==> config.mk <==
export PLATFORM = sky130hd
export DESIGN_NAME = fx_match_arbiter
export DESIGN_NICKNAME = d
export VERILOG_FILES = /design/src/rtl/fx_match_arbiter.sv
export SDC_FILE = /design/constraint.sdc
export NUM_CORES = 1
export LEC_CHECK = 0
export CORE_MARGIN = 3
export CORE_UTILIZATION = 35
export DETAILED_ROUTE_END_ITERATION = 10
export GPL_TIMING_DRIVEN = 0
export PLACE_DENSITY = 0.87
export SLEW_MARGIN = 10
export SYNTH_ARGS = -nofsm -noshare
export SYNTH_HDL_FRONTEND = slang
export SYNTH_SLANG_ARGS = --single-unit
==> constraint.sdc <==
create_clock -name clk -period 1.7 [get_ports clk]
set_clock_uncertainty 0.05 [all_clocks]
set_input_delay 0.425 -clock clk [delete_from_list [all_inputs] [get_ports clk]]
set_output_delay 0.425 -clock clk [all_outputs]
set_load 0.1 [all_outputs]
==> src/rtl/fx_match_arbiter.sv <==
// fx_match_arbiter: round-robin sharing of one fixed-latency format-match datapath among NREQ requesters.
// Define FXM_ARB_STATS_EN to add per-requester saturating grant counters (grant_cnt, stats_clr).
module fx_match_arbiter #(
  parameter int NREQ   = 4,
  parameter int W_IN   = 13,
  parameter int W_OUT  = 13,
  parameter int DP_LAT = 1
) (
  input  logic                   clk,
  input  logic                   rst,
  input  logic                   en,
  input  logic [NREQ-1:0]        req_valid,
  output logic [NREQ-1:0]        req_ready,
  input  logic [NREQ*W_IN-1:0]   req_data,
  output logic                   dp_i_valid,
  output logic [W_IN-1:0]        dp_i_data,
  input  logic [W_OUT-1:0]       dp_o_data,
  output logic [NREQ-1:0]        rsp_valid,
  output logic [W_OUT-1:0]       rsp_data,
  output logic                   busy
`ifdef FXM_ARB_STATS_EN
  ,
  input  logic                   stats_clr,
  output logic [NREQ*16-1:0]     grant_cnt
`endif
);
  localparam int IW = $clog2(NREQ);
  typedef enum logic [1:0] {IDLE, RUN, DRAIN} state_t;
  state_t r_state, w_next;
  logic [IW-1:0] r_rr, w_win, r_dp_idx, w_ti;
  logic w_found, w_grant, r_dp_v, w_tv, w_pipe_any, w_empty;
  logic [W_IN-1:0] r_dp_data;
  logic [NREQ-1:0] r_rsp_valid;
  logic [W_OUT-1:0] r_rsp_data;
  // Scan farthest-to-nearest from rr+1 so the nearest requester is written last and wins.
  always_comb begin
    w_win = '0;
    w_found = 1'b0;
    for (int k = NREQ; k >= 1; k--) begin
      if (req_valid[IW'((int'(r_rr) + k) % NREQ)]) begin
        w_win = IW'((int'(r_rr) + k) % NREQ);
        w_found = 1'b1;
      end
    end
  end
  assign w_grant = w_found & en & (r_state == RUN);
  assign req_ready = w_grant ? (NREQ'(1) << w_win) : '0;
  assign w_empty = ~r_dp_v & ~w_pipe_any & ~(|r_rsp_valid);
  always_comb begin
    w_next = r_state;
    w_next = (r_state == IDLE) ? (en ? RUN : IDLE) :
             (r_state == RUN)  ? (en ? RUN : DRAIN) :
                                 (en ? RUN : (w_empty ? IDLE : DRAIN));
  end
  always_ff @(posedge clk) begin
    if (rst) begin
      r_state <= IDLE;
      r_rr <= IW'(NREQ - 1);
      r_dp_v <= 1'b0;
      r_dp_data <= '0;
      r_dp_idx <= '0;
      r_rsp_valid <= '0;
      r_rsp_data <= '0;
    end else begin
      r_state <= w_next;
      r_dp_v <= w_grant;
      if (w_grant) begin
        r_rr <= w_win;
        r_dp_data <= req_data[int'(w_win)*W_IN +: W_IN];
        r_dp_idx <= w_win;
      end
      r_rsp_valid <= w_tv ? (NREQ'(1) << w_ti) : '0;
      if (w_tv) r_rsp_data <= dp_o_data;
    end
  end
  // Tag pipe mirrors the external datapath latency so each result meets its requester index.
  if (DP_LAT == 0) begin : g_wire
    assign w_tv = r_dp_v;
    assign w_ti = r_dp_idx;
    assign w_pipe_any = 1'b0;
  end else begin : g_pipe
    logic [DP_LAT-1:0] r_pv;
    logic [IW-1:0] r_pi [DP_LAT];
    always_ff @(posedge clk) begin
      if (rst) begin
        r_pv <= '0;
        for (int i = 0; i < DP_LAT; i++) r_pi[i] <= '0;
      end else begin
        r_pv[0] <= r_dp_v;
        r_pi[0] <= r_dp_idx;
        for (int i = 1; i < DP_LAT; i++) begin
          r_pv[i] <= r_pv[i-1];
          r_pi[i] <= r_pi[i-1];
        end
      end
    end
    assign w_tv = r_pv[DP_LAT-1];
    assign w_ti = r_pi[DP_LAT-1];
    assign w_pipe_any = |r_pv;
  end
  assign dp_i_valid = r_dp_v;
  assign dp_i_data = r_dp_data;
  assign rsp_valid = r_rsp_valid;
  assign rsp_data = r_rsp_data;
  assign busy = (r_state != IDLE) | r_dp_v | w_pipe_any | (|r_rsp_valid);
`ifdef FXM_ARB_STATS_EN
  logic [15:0] r_cnt [NREQ];
  // A clear coinciding with a grant leaves that grant counted.
  always_ff @(posedge clk) begin
    for (int i = 0; i < NREQ; i++) begin
      if (rst) r_cnt[i] <= '0;
      else if (stats_clr) r_cnt[i] <= {15'd0, w_grant && (w_win == IW'(i))};
      else if (w_grant && (w_win == IW'(i)) && (r_cnt[i] != 16'hFFFF)) r_cnt[i] <= r_cnt[i] + 16'd1;
    end
  end
  for (genvar n = 0; n < NREQ; n++) begin : g_cnt
    assign grant_cnt[n*16 +: 16] = r_cnt[n];
  end
`endif
endmodule

* After elaboration in Yosys (flattened, before gate mapping) *
Memory sizes are Yosys's and may differ from the RTL's.
Cells that the tools add are included.

word-level totals
  register bits = 38
  bits in writable memories = 2
  input port bits = 72
  word-level logic and storage cells = 69
  memories kept = 1

memory list
  name         depth  width  rd ports  clocked after memory_dff  wr ports  line  text
  g_pipe.r_pi  1      2      1         0                         1         83    logic [IW-1:0] r_pi [DP_LAT];

operators by class
  add/subtract/negate cells = 4
  multiply operators = 1
  $lt $le $gt $ge = 4
  eq/ne operators = 1
  shift-type cells = 3
  mux-type cells = 32
  bitwise gates (word level) = 10
  reduce and logical (&&, ||, !) cells = 5

operators by type and width
  kind                   count
  $shiftx A52 B7 Y13     1
  $mux W2                10
  $mux W1                17
  $lt A2 B4 Y1 const B   4
  $bmux W1 S2            4
  $shl A1 B2 Y4 const A  2
  $mul A2 B4 Y6 const B  1
  $add A2 B1 Y2 const B  2
  $add A2 B2 Y2 const B  2
  $and A1 B1 Y1          4
  $mux W4                1
  $reduce_or A2 Y1       2
  $reduce_or A4 Y1       1
  $not A1 Y1             3
  $or A1 B1 Y1           3
  $eq A2 B1 Y1 const B   1
  $logic_not A2 Y1       1
  $reduce_bool A2 Y1     1

* Longest topological paths before layout *
  depth after elaboration = 11
  mapped depth = 7
  gate-level depth less buffers = 5

* Least setup slack after synthesis *
No wires, ideal clock.

  path type = input to output
  start point = input port req_valid[2]
  end point = output port req_ready[1]
  arrival time = 3342 ps
  required time = 1225 ps
  setup slack = -2117 ps
  cell stages on the path = 6
  path buffers = 2
  cell sequence = nand2b_1 a21o_1 o311ai_1 buf_6 buf_8 nor3b_1

on the way
  longest elaborated chain between the ends = 10
  elaborated cells on any way between the ends = 24

RTL lines
  what                                        line  text
  start: declaration                          12    input logic [NREQ-1:0] req_valid,
  $bmux W1 S2                                 40    if (req_valid[IW'((int'(r_rr) + k) % NREQ)]) begin
  $mux W1 (not written as such) (2 in a row)  40
  $mux W1 (4 in a row)                        40
  $and A1 B1 Y1 (2 in a row)                  46    assign w_grant = w_found & en & (r_state == RUN);
  $mux W4 (*)                                 47    assign req_ready = w_grant ? (NREQ'(1) << w_win) : '0;
  end: declaration                            13    output logic [NREQ-1:0] req_ready,

Mark *: on every way between the ends. The rest lies on a longest branch, timed or not. The select of a mux whose other input is x is not followed.

* Worst setup path after layout *
Ends and elaborated chain as after synthesis.

==> results.md <==
- Outcome: finished, violations left
- Failing checks: setup timing
- Remaining DRCs: 0
- Worst slack, placed: -1900 ps
- Grt ovf: 0
- Seq cells post-synth: 40
- RSZ-0062 raised after global routing: true
- Core footprint: 5200 sq um
- CTS Buffer Depth: 2
- I/O pin cnt: 108
- Tcrit/Tclk final: 129%
- Die X: 80.2 um
- Worst Path Arrival: 1730 ps
- Reg2reg setup slack: -70 ps
- NumNets Final: 380
- First DRT Iteration DRCs: 34
- Largest net degree at the start of global routing: 13
- FF-to-FF End: dp_i_data[10]
- CP Class: input pin to primary output
- Net load switching power: about 690 uW
- Synth area leader: dfxtp_1
- CTS tree: yes
- Sw Ratio: between 20 and 30%
- Via density: 4.71
- Min Tclk post-route: roughly 2200 ps
- Slew Viols, Final: 0
- Final setup violating endpoints: 13
- Main flop type after synthesis: dfxtp_1
- Port bufs: 107
- Area delta synth->final: 79.8%
- WP data required: 1220 ps
- Rows: 26
- Number of global-route vias before repair: 1744
- Worst-Margin Slew: 561 ps
- Most frequent cell after synthesis: mux2i_1
- Crit path from: req_valid[2]
- Slowest-stage cell, CP: a211o_1
- CTS Sinks: 40
- Die area: roughly 6400 sq um
- Clock insertion delay at the later pin of the skew report: between 200 and 300 ps
- FF-to-FF Start: r_rr[0]
- End point of the critical path: req_ready[1]
- Worst setup EP type: primary output
- CP max stage delay: roughly 310 ps
- Clk pin slew, worst setup/hold paths: around 70 ps
- Worst path cell trace: clkdlybuf4s15_2 > nor2_1 > a211o_1 > buf_6 > buf_6 > nor3b_4 > buf_12
- Final hold violation count: 0
- Asr flop ratio synth: 0%
- Detail Route Antenna Nets: 0
- Post-route worst setup slack: -501 ps
- Int Power: 1760 uW
- Syn nets: 259
- Gr usage total: 16.1%
- Seq/Total Area, Yosys: 41.5%
- Per-cell routed wire length: approximately 13 um
- Routability cong.: 0.696
- Clock power frac: 30.7%
- Commonest cells post-synth: mux2i_1, dfxtp_1, nor2b_1
- Critical path fanouts, max: 10
- Synth warn: 0
- Flop pwr share: slightly below 40%
- Synthesized area: 1930 sq um
- Leak: 0.00138 uW
- Htree depth: 2
- Setup TNS: -2540 ps
- TritonCTS Buffers: 5
- Startpoint Class: input pin
- Root Buffer: clkbuf_8
- Drt pass-1 iters: 4
- Die H: 80.2 um
- Final Core Density: 66.6%
- Power Density: 705 nW/um^2
- First-pass GRT wire length: 8.12 mm
- Worst r2r path cells: 8
- Max rail drop VDD: roughly 0.35 mV
- Combinational Power Share: 29.5%
- Worst Hold Class: flip-flop to flip-flop
- CP dominant cell by count: buf_6
- Yosys cell types: 28
- Post-synth EDFFs: 0
- Max cap viols: 0
- Max frequency: ~450 MHz
- Mean Syn Cell Area: 10.3 sq um
- Hpwl dp: 3.93 mm
- Dominant cells by area after synthesis: dfxtp_1, mux2i_1, nor2b_1
- Yosys top cell area share: about two fifths
- Post-Synthesis Cells: ~190
- Antenna violations before repair: 0
- Rel. slew slack: 62.8%
- Share of layout cells above drive strength 1: 27.8%
- Vias: 1786
- Initial Util: 37.0%
- Ant diodes: 0
- WL final: 5.10 mm
-- power groups by stage --
stage	sequential [uW]	combinational, uW	clock [uW]
after floorplan	1120	281	0
after global placement	993	664	0
after detailed placement	993	670	0
after CTS	972	703	761
after global routing	976	763	819
final	973	722	749
-- critical path, delay by kind of cell --
kind            cells  cell delay (ps)
buf+inv             4              700
compound gates      1              310
simple gates        2              280
-- kinds of logic after synthesis --
kind of cell           count (synthesis)  synth area share [%]
buffers and inverters                 14                  5.13
multiplexers                          53                  27.5
AND/OR/NAND/NOR                       57                  15.6
AO/OA/AOI/OAI                         23                  10.2
flip-flops                            40                  41.5
-- cell usage in the layout, fill, tap and decap left out, types with 4 or more instances in the layout --
master           instances
dfxtp_1                 34
clkbuf_8                 5
clkdlybuf4s50_1         65
nor2_1                  17
clkdlybuf4s15_2         21
buf_12                   9
mux2i_1                 52
nor2b_1                 19
clkdlybuf4s18_2         11
nand2_1                  5
a22o_1                  13
buf_6                    4
buf_4                    6
-- what timing repair did --
action | in CTS | in global routing
hold buffers | 0 | 0
endpoints found under the hold margin | 0 | 0
resized for setup | 164 | 28
pin swaps | 5 | 8
buffers inserted | 6 | 2
endpoints found under the setup margin | 64 | 42
-- worst min path at each step --
stage | depth (start not counted) | startpoint | slack (ps) | to
6_report | 1 | g_pipe.r_pi[0][0] | 390 | rsp_valid[2]
5_1_grt | 2 | g_pipe.r_pi[0][1] | 410 | rsp_valid[2]
4_1_cts | 1 | g_pipe.r_pi[0][0] | 390 | rsp_valid[2]
3_5_place_dp | 1 | g_pipe.r_pi[0][0] | 380 | rsp_valid[2]
3_3_place_gp | 1 | g_pipe.r_pi[0][0] | 380 | rsp_valid[2]
2_1_floorplan | 1 | g_pipe.r_pi[0][0] | 360 | rsp_valid[2]
-- per-stage QoR --
stage / instances / hold slack (ps) / cell area, sq um / total power [uW]
global route: 379 / 414 / 3470 / 2560
CTS: 378 / 390 / 3430 / 2440
detailed placement: 364 / 379 / 3150 / 1660
floorplan: 187 / 360 / 1990 / 1400
finish: 379 / 389 / 3470 / 2440
global placement: 364 / 375 / 3150 / 1660
-- cell type report --
type,count,area (sq um)
clock buffers,6,72.6
multi-input cells,133,1120
inverters,1,3.75
clock inverters,2,35.0
repair buffers,115,1200
well taps,70,87.6
fillers,426,1740
flip-flops and latches,40,816
plain buffers,12,133
-- sequential cells by signal (all words and copies together), names as in the netlist --
name	count
r_rr	2
g_pipe.r_pi	2
r_dp_idx	2
dp_i_data	13
r_state	2
dp_i_valid	1
g_pipe.r_pv	1
rsp_valid	4
rsp_data	13
-- per-layer routing --
layer  global-route usage (%)  up-vias  routed length, um
met4                     3.89        0                 19
met5                        0        -                  0
met3                     5.61        2                445
li1                         -      902                  -
met1                     19.2      804               2210
met2                     27.6       78               2430
Note: power is estimated with default switching activity, not from simulation.
